<file path="src/rtl/alu_cmd_sequencer_if.sv">
// Handshake and ALU bus bundle between the command sequencer and its host/ALU.
// The master modport is the sequencer; the slave modport is the host/ALU side.
interface alu_cmd_sequencer_if;
    logic [7:0] cmd_data;
    logic       cmd_valid;
    logic       cmd_ready;
    logic [7:0] alu_cmd;
    logic [7:0] alu_rsp;
    logic [7:0] rsp_data;
    logic       rsp_valid;
    logic       rsp_ready;
    logic       busy;
    logic       mismatch;

    modport master (
        input  cmd_data, cmd_valid, alu_rsp, rsp_ready,
        output cmd_ready, alu_cmd, rsp_data, rsp_valid, busy, mismatch
    );

    modport slave (
        output cmd_data, cmd_valid, alu_rsp, rsp_ready,
        input  cmd_ready, alu_cmd, rsp_data, rsp_valid, busy, mismatch
    );
endinterface

</file>
<file path="src/rtl/alu_cmd_sequencer.sv">
// Buffers ALU command words, drives them to the ALU, and returns the settled result word.
// Optional self-check of every captured word is built when ALU_SEQ_CHECK_EN is defined.
module alu_cmd_sequencer #(
    parameter int FIFO_DEPTH    = 4,
    parameter int SETTLE_CYCLES = 1
) (
    input  logic                 clk,
    input  logic                 rst_n,
    alu_cmd_sequencer_if.master  bus
);
    localparam int         AW        = $clog2(FIFO_DEPTH);
    localparam int         PW        = AW + 1;
    localparam logic [3:0] SETTLE_LD = 4'(SETTLE_CYCLES);

    localparam logic [1:0] ST_IDLE   = 2'd0;
    localparam logic [1:0] ST_SETTLE = 2'd1;
    localparam logic [1:0] ST_HOLD   = 2'd2;

    logic [7:0]    mem_r [FIFO_DEPTH];
    logic [PW-1:0] wr_ptr_r;
    logic [PW-1:0] rd_ptr_r;
    logic [1:0]    state_r;
    logic [3:0]    cnt_r;
    logic [7:0]    alu_cmd_r;
    logic [7:0]    rsp_data_r;
    logic          rsp_valid_r;

    logic          empty_s;
    logic          full_s;
    logic          push_s;
    logic          pop_s;
    logic          capture_s;
    logic [7:0]    head_s;

    // The extra pointer MSB separates full from empty when the index bits match.
    assign empty_s = (wr_ptr_r == rd_ptr_r);
    assign full_s  = (wr_ptr_r[AW] != rd_ptr_r[AW]) && (wr_ptr_r[AW-1:0] == rd_ptr_r[AW-1:0]);
    assign push_s  = bus.cmd_valid && !full_s;
    assign head_s  = mem_r[rd_ptr_r[AW-1:0]];

    // Pop decision: from IDLE whenever data waits, from HOLD only on a response handshake.
    always_comb begin
        pop_s     = 1'b0;
        capture_s = 1'b0;
        case (state_r)
            ST_IDLE:   pop_s     = !empty_s;
            ST_SETTLE: capture_s = (cnt_r <= 4'd1);
            ST_HOLD:   pop_s     = !empty_s && rsp_valid_r && bus.rsp_ready;
            default: begin
                pop_s     = 1'b0;
                capture_s = 1'b0;
            end
        endcase
    end

    // Command buffer storage and pointers.
    always_ff @(posedge clk or negedge rst_n) begin
        if (!rst_n) begin
            wr_ptr_r <= {PW{1'b0}};
            rd_ptr_r <= {PW{1'b0}};
            for (int i = 0; i < FIFO_DEPTH; i++) begin
                mem_r[i] <= 8'h00;
            end
        end else begin
            if (push_s) begin
                mem_r[wr_ptr_r[AW-1:0]] <= bus.cmd_data;
                wr_ptr_r                <= wr_ptr_r + {{(PW-1){1'b0}}, 1'b1};
            end
            if (pop_s) begin
                rd_ptr_r <= rd_ptr_r + {{(PW-1){1'b0}}, 1'b1};
            end
        end
    end

    // Sequencing FSM: drive command, wait the settle time, capture and hold the response.
    always_ff @(posedge clk or negedge rst_n) begin
        if (!rst_n) begin
            state_r     <= ST_IDLE;
            cnt_r       <= 4'd0;
            alu_cmd_r   <= 8'h00;
            rsp_data_r  <= 8'h00;
            rsp_valid_r <= 1'b0;
        end else begin
            case (state_r)
                ST_IDLE: begin
                    if (pop_s) begin
                        alu_cmd_r <= head_s;
                        cnt_r     <= SETTLE_LD;
                        state_r   <= ST_SETTLE;
                    end
                end
                ST_SETTLE: begin
                    if (capture_s) begin
                        rsp_data_r  <= bus.alu_rsp;
                        rsp_valid_r <= 1'b1;
                        cnt_r       <= 4'd0;
                        state_r     <= ST_HOLD;
                    end else begin
                        cnt_r <= cnt_r - 4'd1;
                    end
                end
                ST_HOLD: begin
                    if (rsp_valid_r && bus.rsp_ready) begin
                        rsp_valid_r <= 1'b0;
                        if (pop_s) begin
                            alu_cmd_r <= head_s;
                            cnt_r     <= SETTLE_LD;
                            state_r   <= ST_SETTLE;
                        end else begin
                            state_r <= ST_IDLE;
                        end
                    end
                end
                default: begin
                    state_r     <= ST_IDLE;
                    rsp_valid_r <= 1'b0;
                    cnt_r       <= 4'd0;
                end
            endcase
        end
    end

`ifdef ALU_SEQ_CHECK_EN
    // Reference ALU: opcodes ADD, SUB, AND, OR, XOR, NOT, SHL, SHR; bit4 carry/borrow.
    function automatic logic [7:0] alu_ref(input logic [7:0] cmd);
        logic [3:0] a;
        logic [3:0] b;
        logic [4:0] s;
        a = cmd[3:0];
        b = {3'b000, cmd[4]};
        case (cmd[7:5])
            3'd0:    s = {1'b0, a} + {1'b0, b};
            3'd1:    s = {1'b0, a} - {1'b0, b};
            3'd2:    s = {1'b0, a & b};
            3'd3:    s = {1'b0, a | b};
            3'd4:    s = {1'b0, a ^ b};
            3'd5:    s = {1'b0, ~a};
            3'd6:    s = {1'b0, a[2:0], 1'b0};
            3'd7:    s = {2'b00, a[3:1]};
            default: s = 5'd0;
        endcase
        return {2'b00, (s[3:0] == 4'd0), s[4], s[3:0]};
    endfunction

    logic mismatch_r;

    // Sticky flag: any captured word that disagrees with the reference model.
    always_ff @(posedge clk or negedge rst_n) begin
        if (!rst_n) begin
            mismatch_r <= 1'b0;
        end else if (capture_s && (bus.alu_rsp != alu_ref(alu_cmd_r))) begin
            mismatch_r <= 1'b1;
        end else begin
            mismatch_r <= mismatch_r;
        end
    end

    assign bus.mismatch = mismatch_r;
`else
    assign bus.mismatch = 1'b0;
`endif

    assign bus.cmd_ready = !full_s;
    assign bus.alu_cmd   = alu_cmd_r;
    assign bus.rsp_data  = rsp_data_r;
    assign bus.rsp_valid = rsp_valid_r;
    assign bus.busy      = (state_r != ST_IDLE) || !empty_s;
endmodule

</file>
<file path="src/flat_wrapper.sv">
// flat-port wrapper written by rule: the top's interface ports become plain ports
module alu_cmd_sequencer_flat 
#(
    parameter int FIFO_DEPTH    = 4,
    parameter int SETTLE_CYCLES = 1
)
  (clk, rst_n, bus_cmd_data, bus_cmd_valid, bus_alu_rsp, bus_rsp_ready, bus_cmd_ready, bus_alu_cmd, bus_rsp_data, bus_rsp_valid, bus_busy, bus_mismatch);
  alu_cmd_sequencer_if bus_i ();
  input  logic clk;
  input  logic rst_n;
  input wire logic [$bits(bus_i.cmd_data)-1:0] bus_cmd_data;
  input wire logic [$bits(bus_i.cmd_valid)-1:0] bus_cmd_valid;
  input wire logic [$bits(bus_i.alu_rsp)-1:0] bus_alu_rsp;
  input wire logic [$bits(bus_i.rsp_ready)-1:0] bus_rsp_ready;
  output wire logic [$bits(bus_i.cmd_ready)-1:0] bus_cmd_ready;
  output wire logic [$bits(bus_i.alu_cmd)-1:0] bus_alu_cmd;
  output wire logic [$bits(bus_i.rsp_data)-1:0] bus_rsp_data;
  output wire logic [$bits(bus_i.rsp_valid)-1:0] bus_rsp_valid;
  output wire logic [$bits(bus_i.busy)-1:0] bus_busy;
  output wire logic [$bits(bus_i.mismatch)-1:0] bus_mismatch;
  assign bus_i.cmd_data = bus_cmd_data;
  assign bus_i.cmd_valid = bus_cmd_valid;
  assign bus_i.alu_rsp = bus_alu_rsp;
  assign bus_i.rsp_ready = bus_rsp_ready;
  assign bus_cmd_ready = bus_i.cmd_ready;
  assign bus_alu_cmd = bus_i.alu_cmd;
  assign bus_rsp_data = bus_i.rsp_data;
  assign bus_rsp_valid = bus_i.rsp_valid;
  assign bus_busy = bus_i.busy;
  assign bus_mismatch = bus_i.mismatch;
  alu_cmd_sequencer #(.FIFO_DEPTH(FIFO_DEPTH), .SETTLE_CYCLES(SETTLE_CYCLES)) u_core (.clk(clk), .rst_n(rst_n), .bus(bus_i));
endmodule
</file>
<file path="config.mk">
export PLATFORM = sky130hd
export DESIGN_NAME = alu_cmd_sequencer_flat
export DESIGN_NICKNAME = d
export VERILOG_FILES = /design/src/rtl/alu_cmd_sequencer_if.sv /design/src/rtl/alu_cmd_sequencer.sv /design/src/flat_wrapper.sv
export SDC_FILE = /design/constraint.sdc
export NUM_CORES = 1
export LEC_CHECK = 0
export ABC_AREA = 1
export BUFFER_PORTS_ARGS = -buffer_cell sky130_fd_sc_hd__buf_2
export CAP_MARGIN = 20
export CORE_ASPECT_RATIO = 2
export CORE_MARGIN = 1
export CORE_UTILIZATION = 40
export DETAILED_ROUTE_END_ITERATION = 16
export MAX_ROUTING_LAYER = met4
export SLEW_MARGIN = 20
export SYNTH_ARGS = -nofsm -noshare
export SYNTH_HDL_FRONTEND = slang
export SYNTH_SLANG_ARGS = --single-unit
</file>
<file path="constraint.sdc">
create_clock -name clk -period 1.75 [get_ports clk]
set_input_delay 0.0875 -clock clk [delete_from_list [all_inputs] [get_ports clk]]
set_output_delay 0.0875 -clock clk [all_outputs]
set_load 0.005 [all_outputs]
</file>
==> results.md <==
* Status: finished clean
* Num CTS Buffers at 9
* Antenna fix cells at 0
* Clock-pin slew on the worst setup and hold paths at about 0.050 ns
* Synth top area cells: dfrtp_1 50%, nand2_1 17%, nand4_1 6.8%, o21ai_0 3.8%, ha_1 2.9%
* Mux contribution to synthesized area at 0
* H-tree Lvls at 3
* Hold path endpoint: u_core.bus.rsp_data[0]
* Largest family of logic cells by synthesized area: simple AND/OR/NAND/NOR gates
* Final Hold Fails at 0
* Critical path capture point type: primary output
* # fillers at a little under 700
* P per Cell Area at between 2000 and 2500 mW/mm^2
* Core area at 0.00732 sq mm
* Synth top area share at 0.502
* Startpoint of the worst hold path: bus_alu_rsp[0]
* IO Pins at 40
* Remaining DRCs at 0
* Die X at 63.6 um
* Synth cell count leaders: 134 x nand2_1, 61 x dfrtp_1, 33 x nand4_1
* Most used standard cell by instance count after synthesis: nand2_1
* GPL Wtd Cong at between 0.8 and 0.9
* Row count at 44
* Drt total wl at 6880 um
* Post-DR wirelength/cell at ~14 um
* Initial detailed-routing violation count at 124
* Mapped cell area at 0.00304 sq mm
* Nets at 434
* Clk sinks at 61
* Vias per cell at 5.03
* Placed cell area at 0.00333 sq mm
* Fin cells at 504
* Synth Area in Adders at 0.0288
* Synth area leader: dfrtp_1
* Hold Path Class: input port to register
* DP Wirelength at 5100 um
* Worst slew margin at 0.607
* Placed cells at 480
* Final ANT Viol Nets at 0
* Place WS at 0.171 ns
* Slew Limit Fails at 0
* Global route total overflow at 0
* YS warnings at 0
* Number of global-route vias before repair at 2,584
* Layout Utilization at 0.520
* Initial antenna violation count at 0
* Post-Route Setup TNS at 0 ns
* Clock buffer depth at 2
* Full die area at 0.00797 sq mm
* Max-Cap Viols at 0
* Largest net degree at the start of global routing at 39
* Area growth, synth to finish at 25.2%
* Worst R2R Start: u_core.cnt_r[0]
* Hold depth at 3
* CTS tree: yes
* Synthesized Nets at 381
* Tmin final at 1.67 ns
* Root Buffer: clkbuf_16
* Crit Path Max Fanout at 18
* Final Cell Area at around 0.0038 sq mm
* EDFF count, synth at 0
* CP required at between 1.5 and 2 ns
* Vias after detailed routing at around 2.5k
* CP Class: register to primary output
* Synth Area in Compound Gates at 0.0737
* First-pass GRT wire length at 12,000 um
* Syn avg cell area at 8.59 sq um
* Synth cell types at 30
* Layout cells sized above 1 at 0.214
* Reg-to-Reg End: u_core.cnt_r[1]
* Initial core utilization at 0.415
* DR pass1 iterations at 4
* R2R cell count at 6
* Prevailing post-synth register cell: dfrtp_1
* Register bit total from synthesis at 61
* Die Span Y at 125 um
* Crit path DAT at 1.59 ns
* Global Route Usage Sum at 0.204
* Gate Count Post-Synth at 354
* Post-synthesis simple-gate area fraction at 0.301
* Clock skew at 0.00479 ns
* Worst vdd ir at 0.000783 V
* PortBufs at 38
* Reg2reg setup slack at between 0.15 and 0.2 ns
* Synth Area in XOR/XNOR at 0.0140
* CP Launch Type: register
* Final cycle utilization of the critical path at 0.956
* Final setup fails at 0
* Synth async-reset ratio at 1.00
* Clock insertion delay at the later pin of the skew report at approximately 0.33 ns
* Setup WS post-layout at 0.0771 ns
* Worst-Margin Slew at between 0.5 and 0.6 ns
* Leakage Power at just under 2 nW
* Max Clk Rate at 598 MHz
* Seq/Total Area, Yosys at 0.502
sequential cells by signal, indices dropped and copies added (netlist names):
register and count:
u_core.bus.alu_cmd 8, u_core.bus.rsp_data 8, u_core.bus.rsp_valid 1, u_core.cnt_r 4, u_core.mem_r 32, u_core.rd_ptr_r 3
u_core.state_r 2, u_core.wr_ptr_r 3
cells by family (layout without fill, tap and decap cells):
group,after synthesis,count (layout)
fa+ha+maj,7,7
simple gates,203,203
compound gates,39,39
flops,61,61
xor+xnor,4,4
buf+inv,39,97
other cells,1,1
worst max-delay path by stage:
stage / startpoint / end / slack, ns / cells past startpoint
3_5_place_dp: u_core.cnt_r[0] / u_core.cnt_r[1] / 0.17 / 6
4_1_cts: u_core.rd_ptr_r[0] / bus_busy / -0.02 / 6
5_1_grt: u_core.wr_ptr_r[0] / bus_cmd_ready / -0.007 / 4
2_1_floorplan: u_core.cnt_r[0] / u_core.cnt_r[1] / 0.35 / 6
6_report: u_core.rd_ptr_r[0] / bus_cmd_ready / 0.08 / 4
3_3_place_gp: u_core.cnt_r[0] / u_core.cnt_r[1] / 0.18 / 6
per-layer routing:
metal,GRT usage,vias up,part of all wire
met1,0.210,1177,0.40
met5,-,-,0
met3,0.0456,14,0.039
met4,0.0922,0,0.021
li1,-,1282,-
met2,0.357,62,0.54
worst max-delay path, cell delays in order (launching register included):
cell and delay, ns:
dfrtp_1 0.46, xnor2_4 0.22, nand3_4 0.18, buf_4 0.25
buf_2 0.14
placed cells by master (no fill, tap or decap):
| cell | count |
|---|---|
| nand3_1 | 9 |
| inv_2 | 1 |
| inv_1 | 17 |
| clkinv_2 | 1 |
| clkbuf_1 | 1 |
| nand2_2 | 2 |
| clkbuf_16 | 9 |
| nand3_2 | 2 |
| bufinv_16 | 4 |
| xor2_1 | 1 |
| buf_12 | 3 |
| nand2_4 | 1 |
| nor2_4 | 1 |
| o21ai_1 | 5 |
| a21o_1 | 1 |
| dfrtp_2 | 2 |
| dlygate4sd3_1 | 4 |
| o21ai_0 | 23 |
| xnor2_4 | 1 |
| buf_2 | 38 |
| ha_1 | 7 |
| xnor2_1 | 2 |
| buf_4 | 16 |
| conb_1 | 1 |
| a21oi_1 | 1 |
| dfrtp_1 | 59 |
| buf_8 | 1 |
| inv_6 | 1 |
| o22ai_1 | 8 |
| or2_2 | 1 |
| nand4_1 | 33 |
| o211ai_4 | 1 |
| nand2_1 | 132 |
| nor2_1 | 19 |
| clkinv_1 | 1 |
| nand3_4 | 3 |
power by group:
part,internal (mW),leakage [nW],switching [mW]
Clock,1.54,0.177,0.621
Sequential,2.09,0.763,0.451
Combinational,1.39,1.05,1.97
Total,5.02,1.99,3.05
area by class of cell:
class,instances,area (sq um),share of cell area
Tap cell,92,115,0.0303
Inverter,19,71.3,0.0187
Timing Repair Buffer,62,425,0.112
Sequential cell,61,1530,0.402
Multi-Input combinational cell,254,1300,0.342
Clock buffer,10,229,0.0602
Clock inverter,6,134,0.0352
metrics by stage:
stage / hold WS (ns) / power, mW
finish: 0.00965 / 8.07
global route: 0.0238 / 8.76
CTS: 0.0108 / 8.00
detailed placement: 0.129 / 5.78
global placement: 0.121 / 5.70
floorplan: -0.208 / 4.86
repair_timing:
action | CTS | global route
endpoints found under the hold margin | 26 | 0
buffers inserted | 0 | 4
pin swaps | 0 | 2
hold buffers | 4 | 0
gates resized for setup | 1 | 8
setup endpoints to repair | 1 | 2
(Power assumes the default switching activity.)
